===== config.mk =====
export PLATFORM = sky130hd
export DESIGN_NAME = vita_capture_ctrl
export DESIGN_NICKNAME = d
export VERILOG_FILES = /design/src/rtl/vita_sync_pkg.sv /design/src/rtl/vita_word_aligner.sv /design/src/rtl/vita_capture_ctrl.sv
export SDC_FILE = /design/constraint.sdc
export NUM_CORES = 1
export LEC_CHECK = 0
export BUFFER_PORTS_ARGS = -buffer_cell sky130_fd_sc_hd__buf_4
export CAP_MARGIN = 20
export CORE_MARGIN = 4
export CORE_UTILIZATION = 62
export DETAILED_ROUTE_END_ITERATION = 16
export PLACE_DENSITY = 0.85
export SLEW_MARGIN = 20
export SYNTH_ARGS = -nofsm -noshare
export SYNTH_HDL_FRONTEND = slang
export SYNTH_SLANG_ARGS = --single-unit
export TNS_END_PERCENT = 5

===== constraint.sdc =====
create_clock -name pclock -period 3.6 [get_ports pclock]
set_clock_uncertainty 0.15 [all_clocks]
set_input_delay 0.54 -clock pclock [delete_from_list [all_inputs] [get_ports pclock]]
set_output_delay 0.54 -clock pclock [all_outputs]
set_load 0.01 [all_outputs]

===== src/rtl/vita_sync_pkg.sv =====
// Shared constants, types and helpers for the VITA2000 sync-lane capture sequencer.
// Code values here are the defaults; the top exposes them as overridable parameters.
package vita_sync_pkg;

  localparam logic [15:0] DEF_TR_CODE  = 16'h3A6C;
  localparam logic [15:0] DEF_FS_CODE  = 16'hAA00;
  localparam logic [15:0] DEF_LS_CODE  = 16'hA500;
  localparam logic [15:0] DEF_IMG_CODE = 16'h3500;
  localparam logic [15:0] DEF_LE_CODE  = 16'hA600;
  localparam logic [15:0] DEF_FE_CODE  = 16'hAB00;

  localparam int DEF_LOCK_COUNT = 4;
  localparam int DEF_MAX_LINES  = 1088;

  localparam int KERNEL_CYCLES = 16;
  localparam int PHASE_W       = 4;
  localparam int KIDX_W        = 8;
  localparam int LIDX_W        = 11;

  localparam logic [PHASE_W-1:0] PHASE_LAST = PHASE_W'(KERNEL_CYCLES - 1);

  typedef enum logic [1:0] {
    HUNT     = 2'd0,
    LOCKING  = 2'd1,
    LOCKED   = 2'd2,
    IN_FRAME = 2'd3
  } state_t;

  typedef enum logic [2:0] {
    C_NONE = 3'd0,
    C_TR   = 3'd1,
    C_FS   = 3'd2,
    C_LS   = 3'd3,
    C_IMG  = 3'd4,
    C_LE   = 3'd5,
    C_FE   = 3'd6
  } code_t;

  function automatic logic [KIDX_W-1:0] sat_inc(input logic [KIDX_W-1:0] v);
    return (v == '1) ? v : v + 1'b1;
  endfunction

endpackage


===== src/rtl/vita_word_aligner.sv =====
// Sync-lane deserializer: finds the training word, establishes the kernel phase
// and reports lock; the frame sequencer can drop lock through `lost`.
module vita_word_aligner
  import vita_sync_pkg::*;
#(
  parameter logic [15:0] TR_CODE    = DEF_TR_CODE,
  parameter int          LOCK_COUNT = DEF_LOCK_COUNT
) (
  input  logic        pclock,
  input  logic        reset,
  input  logic        sync_bit,
  input  logic        lost,
  output logic [15:0] word,
  output logic        boundary,
  output logic        pre_boundary,
  output logic        locked
);

  localparam logic [3:0] LOCK_TARGET = 4'(LOCK_COUNT);

  logic [14:0]        sr_reg;
  logic [PHASE_W-1:0] phase_reg, phase_next;
  logic [3:0]         tr_cnt_reg, tr_cnt_next;
  state_t             align_reg, align_next;
  logic               locked_reg;

  assign word         = {sr_reg, sync_bit};
  assign boundary     = (align_reg != HUNT) && (phase_reg == PHASE_LAST);
  assign pre_boundary = (align_reg != HUNT) && (phase_reg == PHASE_LAST - 1'b1);
  assign locked       = locked_reg;

  always_comb begin
    align_next  = align_reg;
    phase_next  = phase_reg + 1'b1;
    tr_cnt_next = tr_cnt_reg;
    if (lost) begin
      align_next  = HUNT;
      tr_cnt_next = '0;
    end else begin
      case (align_reg)
        HUNT: begin
          // The cycle that completes a TR word acts as the first boundary.
          if (word == TR_CODE) begin
            phase_next  = '0;
            tr_cnt_next = 4'd1;
            align_next  = LOCKING;
          end
        end
        LOCKING: begin
          if (phase_reg == PHASE_LAST) begin
            if (word == TR_CODE) begin
              tr_cnt_next = tr_cnt_reg + 1'b1;
              if (tr_cnt_next >= LOCK_TARGET) align_next = LOCKED;
            end else begin
              tr_cnt_next = '0;
              align_next  = HUNT;
            end
          end
        end
        default: ;
      endcase
    end
  end

  always_ff @(posedge pclock) begin
    if (reset) begin
      sr_reg     <= '0;
      phase_reg  <= '0;
      tr_cnt_reg <= '0;
      align_reg  <= HUNT;
      locked_reg <= 1'b0;
    end else begin
      sr_reg     <= word[14:0];
      phase_reg  <= phase_next;
      tr_cnt_reg <= tr_cnt_next;
      align_reg  <= align_next;
      locked_reg <= (align_next == LOCKED);
    end
  end

endmodule


===== src/rtl/vita_capture_ctrl.sv =====
// Frame sequencer for the VITA2000 capture path: decodes one sync code per kernel
// and produces registered record/clear controls plus kernel/line/frame strobes.
module vita_capture_ctrl
  import vita_sync_pkg::*;
#(
  parameter logic [15:0] TR_CODE    = DEF_TR_CODE,
  parameter logic [15:0] FS_CODE    = DEF_FS_CODE,
  parameter logic [15:0] LS_CODE    = DEF_LS_CODE,
  parameter logic [15:0] IMG_CODE   = DEF_IMG_CODE,
  parameter logic [15:0] LE_CODE    = DEF_LE_CODE,
  parameter logic [15:0] FE_CODE    = DEF_FE_CODE,
  parameter int          LOCK_COUNT = DEF_LOCK_COUNT,
  parameter int          MAX_LINES  = DEF_MAX_LINES
) (
  input  logic              pclock,
  input  logic              reset,
  input  logic              sync_bit,
  input  logic              arm,
  output logic              record,
  output logic              capture_clr,
  output logic              kernel_valid,
  output logic              line_start,
  output logic              line_end,
  output logic              frame_start,
  output logic              frame_end,
  output logic [KIDX_W-1:0] kernel_index,
  output logic [LIDX_W-1:0] line_index,
  output logic              locked,
  output logic              sync_err
);

  localparam logic [LIDX_W-1:0] LAST_LINE = LIDX_W'(MAX_LINES - 1);

  logic [15:0] word;
  logic        boundary, pre_boundary, aligned, lost;
  code_t       code;

  state_t            state_reg, state_next;
  logic              arm_latch_reg, arm_latch_next;
  logic              in_line_reg, in_line_next;
  logic              record_reg, record_next;
  logic              clr_reg, clr_next;
  logic              kv_reg, kv_next;
  logic              ls_reg, ls_next;
  logic              le_reg, le_next;
  logic              fs_reg, fs_next;
  logic              fe_reg, fe_next;
  logic              err_reg, err_next;
  logic              line_inc_reg, line_inc_next;
  logic [KIDX_W-1:0] kernel_index_reg, kernel_index_next;
  logic [LIDX_W-1:0] line_index_reg, line_index_next;
  logic              do_start, do_abort;

  vita_word_aligner #(
    .TR_CODE    (TR_CODE),
    .LOCK_COUNT (LOCK_COUNT)
  ) u_aligner (
    .pclock       (pclock),
    .reset        (reset),
    .sync_bit     (sync_bit),
    .lost         (lost),
    .word         (word),
    .boundary     (boundary),
    .pre_boundary (pre_boundary),
    .locked       (aligned)
  );

  always_comb begin
    code = C_NONE;
    if      (word == TR_CODE)  code = C_TR;
    else if (word == FS_CODE)  code = C_FS;
    else if (word == LS_CODE)  code = C_LS;
    else if (word == IMG_CODE) code = C_IMG;
    else if (word == LE_CODE)  code = C_LE;
    else if (word == FE_CODE)  code = C_FE;
  end

  always_comb begin
    state_next        = state_reg;
    arm_latch_next    = arm_latch_reg | arm;
    in_line_next      = in_line_reg;
    record_next       = record_reg;
    kernel_index_next = kernel_index_reg;
    line_index_next   = line_inc_reg ? line_index_reg + 1'b1 : line_index_reg;
    line_inc_next     = 1'b0;
    // Registered one cycle early so the clear lands on the boundary cycle itself.
    clr_next          = pre_boundary && (state_reg != IN_FRAME);
    kv_next           = 1'b0;
    ls_next           = 1'b0;
    le_next           = 1'b0;
    fs_next           = 1'b0;
    fe_next           = 1'b0;
    err_next          = 1'b0;
    do_start          = 1'b0;
    do_abort          = 1'b0;
    lost              = 1'b0;

    case (state_reg)
      HUNT: begin
        record_next  = 1'b0;
        in_line_next = 1'b0;
        if (aligned) state_next = LOCKED;
      end
      LOCKED: begin
        if (boundary) begin
          if (code == C_NONE) do_abort = 1'b1;
          else if (code == C_FS && (arm_latch_reg || arm)) do_start = 1'b1;
        end
      end
      IN_FRAME: begin
        if (boundary) begin
          case (code)
            C_FS: begin
              err_next = 1'b1;
              do_start = 1'b1;
            end
            C_LS: begin
              kv_next           = 1'b1;
              ls_next           = 1'b1;
              kernel_index_next = '0;
              in_line_next      = 1'b1;
            end
            C_IMG: begin
              if (in_line_reg) begin
                kv_next           = 1'b1;
                kernel_index_next = sat_inc(kernel_index_reg);
              end else begin
                err_next = 1'b1;
              end
            end
            C_LE: begin
              if (in_line_reg) begin
                kv_next           = 1'b1;
                le_next           = 1'b1;
                kernel_index_next = sat_inc(kernel_index_reg);
                // line_index stays put while the LE kernel is qualified.
                line_inc_next     = 1'b1;
                in_line_next      = 1'b0;
                if (line_index_reg == LAST_LINE) begin
                  fe_next     = 1'b1;
                  err_next    = 1'b1;
                  record_next = 1'b0;
                  state_next  = LOCKED;
                end
              end else begin
                err_next = 1'b1;
              end
            end
            C_FE: begin
              fe_next      = 1'b1;
              record_next  = 1'b0;
              in_line_next = 1'b0;
              state_next   = LOCKED;
            end
            C_TR: ;
            default: do_abort = 1'b1;
          endcase
        end
      end
      default: state_next = HUNT;
    endcase

    if (do_start) begin
      fs_next         = 1'b1;
      record_next     = 1'b1;
      line_index_next = '0;
      line_inc_next   = 1'b0;
      arm_latch_next  = 1'b0;
      in_line_next    = 1'b0;
      state_next      = IN_FRAME;
    end
    if (do_abort) begin
      err_next     = 1'b1;
      lost         = 1'b1;
      record_next  = 1'b0;
      in_line_next = 1'b0;
      state_next   = HUNT;
    end
  end

  always_ff @(posedge pclock) begin
    if (reset) begin
      state_reg        <= HUNT;
      arm_latch_reg    <= 1'b0;
      in_line_reg      <= 1'b0;
      record_reg       <= 1'b0;
      clr_reg          <= 1'b0;
      kv_reg           <= 1'b0;
      ls_reg           <= 1'b0;
      le_reg           <= 1'b0;
      fs_reg           <= 1'b0;
      fe_reg           <= 1'b0;
      err_reg          <= 1'b0;
      line_inc_reg     <= 1'b0;
      kernel_index_reg <= '0;
      line_index_reg   <= '0;
    end else begin
      state_reg        <= state_next;
      arm_latch_reg    <= arm_latch_next;
      in_line_reg      <= in_line_next;
      record_reg       <= record_next;
      clr_reg          <= clr_next;
      kv_reg           <= kv_next;
      ls_reg           <= ls_next;
      le_reg           <= le_next;
      fs_reg           <= fs_next;
      fe_reg           <= fe_next;
      err_reg          <= err_next;
      line_inc_reg     <= line_inc_next;
      kernel_index_reg <= kernel_index_next;
      line_index_reg   <= line_index_next;
    end
  end

  assign record       = record_reg;
  assign capture_clr  = clr_reg;
  assign kernel_valid = kv_reg;
  assign line_start   = ls_reg;
  assign line_end     = le_reg;
  assign frame_start  = fs_reg;
  assign frame_end    = fe_reg;
  assign kernel_index = kernel_index_reg;
  assign line_index   = line_index_reg;
  assign locked       = aligned;
  assign sync_err     = err_reg;

endmodule


# Word-level counts from Yosys, hierarchy flattened
# Cells that the tools add are included.
# word_totals
out_inout_bits	28
word_cells	152
ff_bits	58
inputBits	4
# op_classes
bitwise	3
eq_ne	33
order_cmp	1
mux	66
add_sub_neg	4
reduce_logical	26
# ops
cell	count
$eq 16x16->1 const B	4
$eq 16x14->1 const B	2
$mux 1	28
$mux 4	6
$mux 2	10
$mux 3	6
$mux 8	2
$pmux 1 s2	8
$pmux 8 s2	1
$add 11x1->11 const B	1
$eq 11x11->1 const B	1
$ne 2x2->1 const B	5
$reduce_and 5->1	2
$reduce_or 2->1	5
$eq 3x3->1 const B	3
$add 4x1->4 const B	2
$add 8x1->8 const B	1
$eq 4x4->1 const B	2
$eq 8x8->1 const B	1
$ne 4x4->1 const B	2
$pmux 2 s2	2
$pmux 4 s2	1
$reduce_bool 2->1	4
$eq 2x2->1 const B	3
21 further kinds	31

# Depth between registers and ports, before layout
# Gate-level depths: netlist of run 1.
# logic_depth
depth_word	15
depth_mapped	8
ltp_nobuf	7

# Cells and area by module
# A second synthesis of run 1 with hierarchy kept.
# hier_totals
hier_cells	309
area_unflattened_um2	2847.7
# modules_own_cells
module	seq_area_each_um2	instances	area_each_um2	cells_per_inst
vita_capture_ctrl	640.6	1	1805.5	206
vita_word_aligner	520.5	1	1042.2	103

# Worst setup path after synthesis of run 1
# No wires, ideal clock.
# synth_timing
path_type	in2reg
startpoint	input port sync_bit
endpoint	register kernel_index_reg[2], in the netlist kernel_index[2]
path_slack_ns	1.346
arrival_time_ns	2.031
cell_stages	6
path_buffers	1
t_required_ns	3.378
setup_time_ns	0.072
path_cell_list	nor4_1 buf_2 and4_1 a31oi_4 or4b_1 a21oi_1
# synth_via
elab_chain_len	11
word_cells_on_any_way	21
cone_classes	eq/ne (11); mux (7); reduce/logical (3)
# synth_lines
item	line_no	rtl
start: declaration	vita_capture_ctrl.sv:17	input logic sync_bit,
$eq 16x16->1	vita_capture_ctrl.sv:75	else if (word == FE_CODE) code = C_FE;
$mux 3	vita_capture_ctrl.sv:75	
$mux 3	vita_capture_ctrl.sv:74	else if (word == LE_CODE) code = C_LE;
$mux 3	vita_capture_ctrl.sv:73	else if (word == IMG_CODE) code = C_IMG;
$mux 3	vita_capture_ctrl.sv:72	else if (word == LS_CODE) code = C_LS;
$mux 3	vita_capture_ctrl.sv:71	else if (word == FS_CODE) code = C_FS;
$mux 3 *	vita_capture_ctrl.sv:70	if (word == TR_CODE) code = C_TR;
$eq 3x3->1	vita_capture_ctrl.sv:112	case (code)
$reduce_or 2->1 (no source line)	-	
$ne 2x2->1 (no source line), or another cell as far along	-	
$reduce_and 5->1 (no source line)	-	
end signal: assignment	vita_capture_ctrl.sv:210	kernel_index_reg <= kernel_index_next;
end: declaration	vita_capture_ctrl.sv:50	logic [KIDX_W-1:0] kernel_index_reg, kernel_index_next;
# Every way passes the cells marked *; elsewhere a longest branch is shown, timed or not.
# A chain may end at the register's enable or synchronous reset.

# Worst setup path after layout of run 1
# layout_timing
startpoint	register u_aligner.sr_reg[2]
endpoint	register kernel_index_reg[6], in the netlist kernel_index[6]
# layout_via
elab_chain_len	11
word_cells_on_any_way	21
cone_classes	eq/ne (11); mux (7); reduce/logical (3)
# layout_lines
item	line_no	rtl
start: declaration	vita_word_aligner.sv:21	logic [14:0] sr_reg;
start signal: assignment	vita_word_aligner.sv:73	sr_reg <= word[14:0];
$eq 16x16->1	vita_capture_ctrl.sv:75	
$mux 3	vita_capture_ctrl.sv:75	
$mux 3	vita_capture_ctrl.sv:74	
$mux 3	vita_capture_ctrl.sv:73	
$mux 3	vita_capture_ctrl.sv:72	
$mux 3	vita_capture_ctrl.sv:71	
$mux 3 *	vita_capture_ctrl.sv:70	
$eq 3x3->1	vita_capture_ctrl.sv:112	
$reduce_or 2->1 (no source line)	-	
$ne 2x2->1 (no source line), or another cell as far along	-	
$reduce_and 5->1 (no source line)	-	
# Marks and branches as above.

==> summary.md, run 1 <==
| Metric | Value |
|---|---|
| Asr flop ratio synth | 0% |
| Final Cycle Share | 67.2% |
| Max-slew headroom | 55.1% |
| Routed Antenna Nets | 0 |
| Setup CP Type | reg -> reg |
| Sequential share of the synthesized area | 41.0% |
| Worst Setup EP | kernel_index[6] |
| Worst r2r path cells | 4 |
| Synth cell types | 50 |
| Clock Path Buffers | 2 |
| Post-Syn Area | 2830 µm² |
| H-tree depth | 3 |
| Crit path depth | 4 |
| Yosys warns | 0 |
| Worst min path class | in -> reg |
| Fmax | 413 MHz |
| Most common cell after layout, fill and taps aside | dfxtp_1 |
| FF+latch count, synth | 58 |
| Final WL | 6230 µm |
| CP Buf/Inv Count | 0 |
| Mapped Nets | 334 |
| GRT Total Usage | 22.7% |
| Vias after detailed routing | 2,535 |
| Crit path max-delay cell type | o21ai_0 |
| Die width | 75.6 µm |
| CP Data Arrival Time | 2.50 ns |
| Total grt overflow | 0 |
| First-pass GRT wire length | 9820 µm |
| Post-DP HPWL | 4270 µm |
| Post-CTS Setup Inserts | 0 |
| Pins over their slew limit | 0 |
| Worst-path fanout max | 10 |
| Max IR drop VDD | 0.321 mV |
| Status | finished, final reports clean |
| Starting Density | 64.5% |
| Setup TNS | 0 ns |
| RSZ-0062 raised after global routing | no |
| Vias in the first global route | 2,156 |
| Ys flop type | dfxtp_1 |
| Pin count of the biggest net entering global routing | 23 |
| Final setup vio count | 0 |
| Drt wl/cell | 15.2 µm |
| Vias per inst | 6.20 |
| Die height | 75.6 µm |
| Worst reg2reg path endpoint | kernel_index[6] |
| Syn Inst Count | 322 |
| Fill count | 308 |
| Req. time, crit path | 3.68 ns |
| Worst Max-Slew Pin Slew | 0.666 ns |
| Cell Chain, Critical Path | nor4_4 -> nand4_1 -> o21ai_0 -> o21ba_2 |
| Final Hold Vio Count | 0 |
| CP Launch Type | flop |
| # hold bufs at CTS | 0 |
| I/O Pins | 32 |
| Worst r2r src | u_aligner.sr_reg[2] |
| Share of layout cells above drive strength 1 | 16.2% |
| Clk_lat worst skew | 0.34 ns |
| Worst path max stage delay | 0.66 ns |
| Multi-input logic area | 1570 µm² |
| Final min period | 2.42 ns |
| RePlAce Congestion | 0.878 |
| Area grow syn2layout | 17.9% |
| Clk slew on worst S/H paths | 0.07 ns |
| Port Buf Inserts | 31 |
| Crit. Startpoint | u_aligner.sr_reg[2] |
| CTS tree | yes |
| Seq. cell area | 1160 µm² |
| Most frequent cells in the layout | dfxtp_1 (58), buf_4 (34), nor2_1 (33) |
| Avg Inst Size Synth | 8.79 µm² |
| Tot Pwr | 1.46 mW |
| Max reg flops | 15 |
| Initial DRC count | 155 |
| Post-CTS sizing | 0 |
| Num CTS Buffers | 9 |
| # rows | 24 |
| # diodes | 0 |
| Final #Nets | 364 |
| Crit path capture type | flop |
| Root buf cell | clkbuf_8 |
| Maxcap violations | 0 |
| Pwr/cell area | 438 nW/µm² |
| Static Leak | 1.24 nW |
| Core Footprint | 4380 µm² |
| Hold Startpoint | arm |
| R2r setup slk | 1.18 ns |
| Die area | 5710 µm² |
| DRT Pass-1 Iters | 5 |
| Total clock sinks | 58 |
| Final core area utilization | 76.1% |
| CP top delay family | simple AND/OR/NAND/NOR gates |
| Initial antenna violation count | 0 |
| Number of flops mapped to enable cells by yosys | 0 |
| DRC violations left | 0 |
-- report_power, final --
part | leakage (nW) | internal [mW] | switching, mW
registers | 0.469 | 0.649 | 0.00706
clock network | 0.129 | 0.495 | 0.258
logic | 0.645 | 0.0222 | 0.0295
total | 1.24 | 1.17 | 0.295
-- worst min-delay path by stage --
stage	depth (start not counted)	slack (ns)	endpoint
after floorplan	1	0.28	u_aligner.phase_reg[0]
after global placement	1	0.30	u_aligner.phase_reg[0]
after detailed placement	1	0.30	u_aligner.phase_reg[0]
after CTS	2	0.28	u_aligner.sr_reg[0]
after global routing	3	0.29	arm_latch_reg
final	3	0.29	arm_latch_reg
-- Yosys cell counts, types with 12 or more instances --
cell type,instances,area share (%)
nor2_1,33,4.4
nand2_1,18,2.4
nand4_1,13,2.9
a21oi_1,16,2.8
dfxtp_1,58,41
clkbuf_1,12,1.6
nor2b_1,20,4.4
o21ai_0,17,3.0
nand3_1,17,3.0
-- cells by family (layout without fill, tap and decap cells) --
kind of cell	count (synthesis)	in the layout	synth area share (%)
mux	3	3	1.06
xor+xnor	12	12	3.72
fa+ha+maj	8	8	3.54
buf+inv	23	58	3.36
compound gates	69	69	16.8
simple gates	149	149	30.5
flops	58	58	41.0
-- routing by layer --
metal	GRT usage [%]	routed length [µm]	vias up
met5	0	0	-
met4	10.1	134	0
met3	6.60	311	15
met2	36.4	2950	72
met1	28.3	2830	1204
li1	-	-	1244
-- worst register-to-register path: stages, from the launching register on --
cell,delay [ns]
dfxtp_1,0.34
nor4_4,0.52
nand4_1,0.40
o21ai_0,0.66
o21ba_2,0.24
-- area by class of cell --
type | instances | area share [%]
multi-input combinational | 241 | 47.1
sequential | 58 | 34.8
timing repair buffer | 34 | 7.65
clock buffer | 11 | 4.54
clock inverter | 5 | 3.00
tap | 52 | 1.95
inverter | 8 | 0.900
-- stage by stage --
step / instances / cell area [µm²] / setup WS [ns] / hold slack (ns)
2_1_floorplan: 322 / 2830 / 1.35 / 0.280
3_3_place_gp: 393 / 3080 / 1.07 / 0.298
6_report: 409 / 3340 / 1.18 / 0.289
3_5_place_dp: 393 / 3080 / 1.01 / 0.300
4_1_cts: 409 / 3340 / 1.19 / 0.283
5_1_grt: 409 / 3340 / 1.04 / 0.286
(Power assumes the default switching activity.)
==> run 2, diff against run 1 <==
--- a/config.mk
+++ b/config.mk
@@ -8,9 +8,9 @@
 export BUFFER_PORTS_ARGS = -buffer_cell sky130_fd_sc_hd__buf_4
 export CAP_MARGIN = 20
 export CORE_MARGIN = 4
-export CORE_UTILIZATION = 62
+export CORE_UTILIZATION = 52
 export DETAILED_ROUTE_END_ITERATION = 16
-export PLACE_DENSITY = 0.85
+export PLACE_DENSITY = 0.76
 export SLEW_MARGIN = 20
 export SYNTH_ARGS = -nofsm -noshare
 export SYNTH_HDL_FRONTEND = slang
==> constraint.sdc (replaced) <==
create_clock -name pclock -period 2.16 [get_ports pclock]
set_clock_uncertainty 0.15 [all_clocks]
set_input_delay 0.324 -clock pclock [delete_from_list [all_inputs] [get_ports pclock]]
set_output_delay 0.324 -clock pclock [all_outputs]
set_load 0.01 [all_outputs]
==> run 2 against run 1 <==
Non-clock buffer count rose by 24. Final cell count rose by 10%. Wire length rose by 2.7%. Cell area rose by 5.9%. Clock power rose by 54%. Critical path type unchanged. Largest cell class unchanged.
==> summary.md, run 2 (synthesis gave the netlist of run 1 again) <==
| Metric | Value |
|---|---|
| Status | finished, final reports clean |
| Fmax | 471 MHz (+14%) |
| Crit path max-delay cell type | or4b_1 |
| Worst Max-Slew Pin Slew | 0.422 ns (-0.244 ns) |
| Total grt overflow | 0 (unchanged) |
| Crit path capture type | flop |
| Max reg flops | 15 (unchanged) |
| Vias in the first global route | 2,411 (+12%) |
| Pin count of the biggest net entering global routing | 23 (unchanged) |
| H-tree depth | 3 (unchanged) |
| Worst r2r path cells | 5 (+1) |
| Post-DP HPWL | 4550 µm (+6.6%) |
| Initial antenna violation count | 0 (unchanged) |
| CP top delay family | simple AND/OR/NAND/NOR gates |
| Cell Chain, Critical Path | nor4bb_1 -> o2111a_4 -> a31oi_4 -> or4b_1 -> a21oi_1 |
| RSZ-0062 raised after global routing | yes |
| Maxcap violations | 0 (unchanged) |
| Vias after detailed routing | 2,586 (+2.0%) |
| Hold Startpoint | sync_bit |
| Worst min path class | in -> reg |
| Worst reg2reg path endpoint | kernel_index[2] |
| Worst path max stage delay | 0.53 ns (-0.13 ns) |
| Worst-path fanout max | 11 (+1) |
| CP Buf/Inv Count | 0 (unchanged) |
| Setup TNS | 0 ns (unchanged) |
| Metal3 WL | 386 µm (+24%) |
| Num CTS Buffers | 9 (unchanged) |
| Worst r2r src | u_aligner.sr_reg[8] |
| DRC violations left | 0 (unchanged) |
| CP Data Arrival Time | 2.25 ns (-0.25 ns) |
| Final setup vio count | 0 (unchanged) |
| Max IR drop VDD | 0.479 mV (+49%) |
| Final min period | 2.12 ns (-0.297 ns) |
| DR top layer | met4 |
| Vias per inst | 5.73 (-7.5%) |
| Most frequent cells in the layout | dfxtp_1 (58), buf_4 (58), nor2_1 (33) |
| Die width | 81.8 µm (+8.2%) |
| Area grow syn2layout | 24.9% |
| Post-DP Area | 3290 µm² (+6.6%) |
| Req. time, crit path | 2.29 ns (-1.39 ns) |
| DRT Pass-1 Iters | 4 (-1) |
| Hold EP | u_aligner.sr_reg[0] |
| Final Hold Vio Count | 0 (unchanged) |
| CP Launch Type | flop |
| Port Buf Inserts | 31 (unchanged) |
| Initial DRC count | 159 (+2.6%) |
| Hold Path Depth | 2 (-1) |
| R2r setup slk | 0.04 ns (-1.14 ns) |
| Die height | 81.8 µm (+8.2%) |
| Routed Antenna Nets | 0 (unchanged) |
| Starting Density | 54.4% (-10 points) |
| M1 WL | 2840 µm (+0.14%) |
| Core Footprint | 5200 µm² (+19%) |
| GRT Total Usage | 20.4% (-2.3 points) |
| Share of layout cells above drive strength 1 | 22.0% (+5.8 points) |
| Pwr/cell area | 664 nW/µm² (+52%) |
| Final Cycle Share | 98.3% (+31 points) |
| Met2 WL | 3040 µm (+2.8%) |
| Drt wl/cell | 14.2 µm (-6.9%) |
| # diodes | 0 (unchanged) |
| Total clock sinks | 58 (unchanged) |
| I/O Pins | 32 (unchanged) |
| Root buf cell | clkbuf_8 |
| Max-slew headroom | 71.5% (+16 points) |
| Final #Nets | 388 (+6.6%) |
| Die area | 6680 µm² (+17%) |
| Design area | 3530 µm² (+5.9%) |
| Pins over their slew limit | 0 (unchanged) |
| Clk_lat worst skew | 0.34 ns (about the same) |
| Static Leak | 1.35 nW (+8.7%) |
| Clock Path Buffers | 2 (unchanged) |
| Setup CP Type | reg -> reg |
| Final WL | 6400 µm (+2.7%) |
| Clk slew on worst S/H paths | 0.07 ns (about the same) |
| # rows | 26 (+8.3%) |
| CTS tree | yes |
| First-pass GRT wire length | 10,600 µm (+8.1%) |
| RePlAce Congestion | 0.861 (-1.9%) |
[run 2: layout make-up]
cell class | count | area (µm²)
clock buffers | 12 | 165
clock inverters | 4 | 72.6
fillers | 454 | 1670
inverters | 8 | 30.0
multi-input cells | 241 | 1580
flip-flops and latches | 58 | 1160
well taps | 70 | 87.6
repair buffers | 58 | 435
[run 2: worst max path at each step]
stage                              from  slack, ns  depth (start not counted)              end
floorplan                  state_reg[1]       0.05                          7  kernel_index[6]
global placement               sync_bit      -0.03                          7  kernel_index[2]
detailed placement             sync_bit      -0.08                          7  kernel_index[2]
CTS                 u_aligner.sr_reg[0]       0.04                          6  kernel_index[2]
global route        u_aligner.sr_reg[9]      -0.07                          5  kernel_index[4]
finish              u_aligner.sr_reg[8]       0.04                          5  kernel_index[2]
[run 2: per-layer routing]
layer	GRT usage, %	vias up
met5	0	-
met4	8.97	0
li1	-	1288
met1	25.6	1217
met2	32.7	66
met3	5.48	15
[run 2: what timing repair did]
action                                 CTS  global route
hold buffers                             0             0
setup endpoints to repair                0            23
setup buffers                            0             0
endpoints found under the hold margin    0             0
resized for setup                        0             2
[run 2: power by group]
part           switching [mW]  internal (mW)
Combinational          0.0513         0.0430
Clock                   0.417          0.741
Sequential             0.0115           1.08
[run 2: stage by stage]
stage	instances	util, %	hold slack (ns)	power [mW]	worst slack, ns
after detailed placement	435	63.1	0.304	1.21	-0.0782
after CTS	451	67.7	0.0682	2.37	0.0401
after floorplan	322	-	0.280	1.18	0.0451
final	451	67.9	0.0732	2.35	0.0361
after global routing	451	67.9	0.0870	2.43	-0.0710
after global placement	435	63.1	0.296	1.21	-0.0334
==> run 3, diff against run 2 <==
--- a/config.mk
+++ b/config.mk
@@ -8,9 +8,9 @@
 export BUFFER_PORTS_ARGS = -buffer_cell sky130_fd_sc_hd__buf_4
 export CAP_MARGIN = 20
 export CORE_MARGIN = 4
-export CORE_UTILIZATION = 52
+export CORE_UTILIZATION = 58
 export DETAILED_ROUTE_END_ITERATION = 16
-export PLACE_DENSITY = 0.76
+export PLACE_DENSITY = 0.8
 export SLEW_MARGIN = 20
 export SYNTH_ARGS = -nofsm -noshare
 export SYNTH_HDL_FRONTEND = slang
==> constraint.sdc (replaced) <==
create_clock -name pclock -period 2.2 [get_ports pclock]
set_clock_uncertainty 0.15 [all_clocks]
set_input_delay 0.33 -clock pclock [delete_from_list [all_inputs] [get_ports pclock]]
set_output_delay 0.33 -clock pclock [all_outputs]
set_load 0.01 [all_outputs]
==> run 3 against run 2 <==
Register-to-register slack is essentially flat. Combinational power shrank 3.9%. Fmax shrank 1.3%. Power shrank 13%. Flip-flop and latch count is the same. Critical endpoint is now kernel_index[3].
==> summary.md, run 3 (synthesis gave the netlist of run 1 again) <==
| Metric | Value |
|---|---|
| Status | finished, final reports clean |
| Area grow syn2layout | 21.8% |
| Final core area utilization | 72.9% (+5.0 points) |
| # rows | 25 (-3.8%) |
| Die width | 77.8 µm (-4.8%) |
| Final Hold Vio Count | 0 (unchanged) |
| CP top delay family | simple AND/OR/NAND/NOR gates |
| Vias after detailed routing | 2,538 (-1.9%) |
| Starting Density | 59.9% (+5.5 points) |
| Clk_lat worst skew | 0.32 ns (-0.02 ns) |
| Clock Path Buffers | 2 (unchanged) |
| Clk slew on worst S/H paths | 0.06 ns (about the same) |
| Static Leak | 1.28 nW (-5.2%) |
| Pwr/cell area | 595 nW/µm² (-10%) |
| # diodes | 0 (unchanged) |
| Cell Chain, Critical Path | nor4bb_2 -> o2111a_4 -> a31oi_4 -> buf_4 -> or3_1 -> a21oi_1 |
| Initial antenna violation count | 0 (unchanged) |
| WHS | 0.0923 ns (+0.0191 ns) |
| Placed cells | 423 (-2.8%) |
| Reg power frac | 52.3% (+5.7 points) |
| Core Footprint | 4720 µm² (-9.3%) |
| Clock power frac | 43.2% (-6.2 points) |
| Place WS | -0.00923 ns (+0.0689 ns) |
| CP Buf/Inv Count | 1 (+1) |
| Final Cycle Share | 97.8% (-0.54 points) |
| Post-DP HPWL | 4420 µm (-3.0%) |
| P_int | 1.60 mW (-14%) |
| Vias per inst | 5.78 (+0.83%) |
| Setup CP Type | reg -> reg |
| Maxcap violations | 0 (unchanged) |
| I/O Pins | 32 (unchanged) |
| Total grt overflow | 0 (unchanged) |
| Die area | 6060 µm² (-9.4%) |
| Final min period | 2.15 ns (+0.0274 ns) |
| Final #Nets | 379 (-2.3%) |
| Routed Antenna Nets | 0 (unchanged) |
| # hold bufs at CTS | 0 (unchanged) |
| Setup TNS | 0 ns (unchanged) |
| Total clock sinks | 58 (unchanged) |
| Crit path max-delay cell type | dfxtp_1 |
| Drt wl/cell | 14.2 µm (-0.25%) |
| CP Launch Type | flop |
| Design area | 3440 µm² (-2.5%) |
| Vias in the first global route | 2,353 (-2.4%) |
| Tot Pwr | 2.05 mW (-13%) |
| Switching part of the total power | 22.0% (+1.6 points) |
| Pins over their slew limit | 0 (unchanged) |
| First-pass GRT wire length | 10,600 µm (-0.46%) |
| Sw Pwr | 452 µW (-5.9%) |
| Post-DP Area | 3220 µm² (-2.2%) |
| Worst min path class | in -> reg |
| Final WL | 6220 µm (-2.9%) |
| Final setup vio count | 0 (unchanged) |
| RePlAce Congestion | 0.867 (+0.63%) |
| Pin count of the biggest net entering global routing | 23 (unchanged) |
| Max reg flops | 15 (unchanged) |
| Fmax | 465 MHz (-1.3%) |
| CP Data Arrival Time | 2.26 ns (about the same) |
| CTS tree | yes |
| Port Buf Inserts | 31 (unchanged) |
| H-tree depth | 3 (unchanged) |
| Crit path capture type | flop |
| RSZ-0062 raised after global routing | yes |
| GRT Total Usage | 21.4% (+1.0 points) |
| Max IR drop VDD | 0.431 mV (-10%) |
| Most common cell after layout, fill and taps aside | dfxtp_1 |
| Die height | 77.8 µm (-4.8%) |
| Worst-path fanout max | 10 (-1) |
| Req. time, crit path | 2.31 ns (+0.02 ns) |
| DRT Pass-1 Iters | 4 (unchanged) |
| Worst path max stage delay | 0.52 ns (about the same) |
| DRC violations left | 0 (unchanged) |
| Share of layout cells above drive strength 1 | 21.8% (-0.27 points) |
| Most frequent cells in the layout | dfxtp_1 (56), buf_4 (49), nor2_1 (33) |
| Root buf cell | clkbuf_8 |
| Worst Max-Slew Pin Slew | 0.409 ns (-0.0127 ns) |
| Initial DRC count | 187 (+18%) |
| Final WS setup | 0.0487 ns (+0.0126 ns) |
| Comb pwr share | 4.4% (+0.4 points) |
| Max-slew headroom | 72.6% (+1.1 points) |
| Post-layout instance count excluding filler cells | 439 (-2.7%) |
| Num CTS Buffers | 9 (unchanged) |
run 3: power groups by stage:
| stage | combinational, mW | sequential, mW | clock (mW) |
|---|---|---|---|
| 2_1_floorplan | 0.0637 | 1.09 | 0 |
| 3_3_place_gp | 0.0878 | 1.10 | 0 |
| 3_5_place_dp | 0.0894 | 1.10 | 0 |
| 4_1_cts | 0.0903 | 1.07 | 0.899 |
| 5_1_grt | 0.100 | 1.07 | 0.950 |
| 6_report | 0.0906 | 1.07 | 0.887 |
run 3: what timing repair did:
action / 4_1_cts / 5_1_grt
setup endpoints to repair: 0 / 32
resized for setup: 0 / 10
endpoints found under the hold margin: 0 / 0
setup buffers: 0 / 0
run 3: cell type report:
type,instances,area [µm²]
tap,67,83.8
timing repair buffer,49,368
inverter,8,30.0
clock buffer,14,173
multi-input combinational,241,1620
sequential,58,1160
fill,368,1280
clock inverter,2,10.0
run 3: path summary, 6_finish.rpt:
check	start	depth (start not counted)	slack (ns)	end
setup / recovery	u_aligner.sr_reg[8]	6	0.05	kernel_index[3]
hold / removal	sync_bit	2	0.09	u_aligner.sr_reg[0]
setup reg to reg	u_aligner.sr_reg[8]	6	0.05	kernel_index[3]
hold reg to reg	u_aligner.phase_reg[0]	1	0.31	u_aligner.phase_reg[0]
run 3: metal layers:
metal  part of all wire (%)  up-vias  global-route usage, %
met5                      0        -                      0
met4                    1.3        0                   9.96
met3                    5.4       11                   4.64
met2                     46       79                   33.3
met1                     47     1174                   28.1
li1                       -     1274                      -
run 3: worst reg2reg max path, cell delays in order (launching register included):
cell and delay (ns):
dfxtp_1 0.52, nor4bb_2 0.35, o2111a_4 0.28, a31oi_4 0.12, buf_4 0.18, or3_1 0.34, a21oi_1 0.15
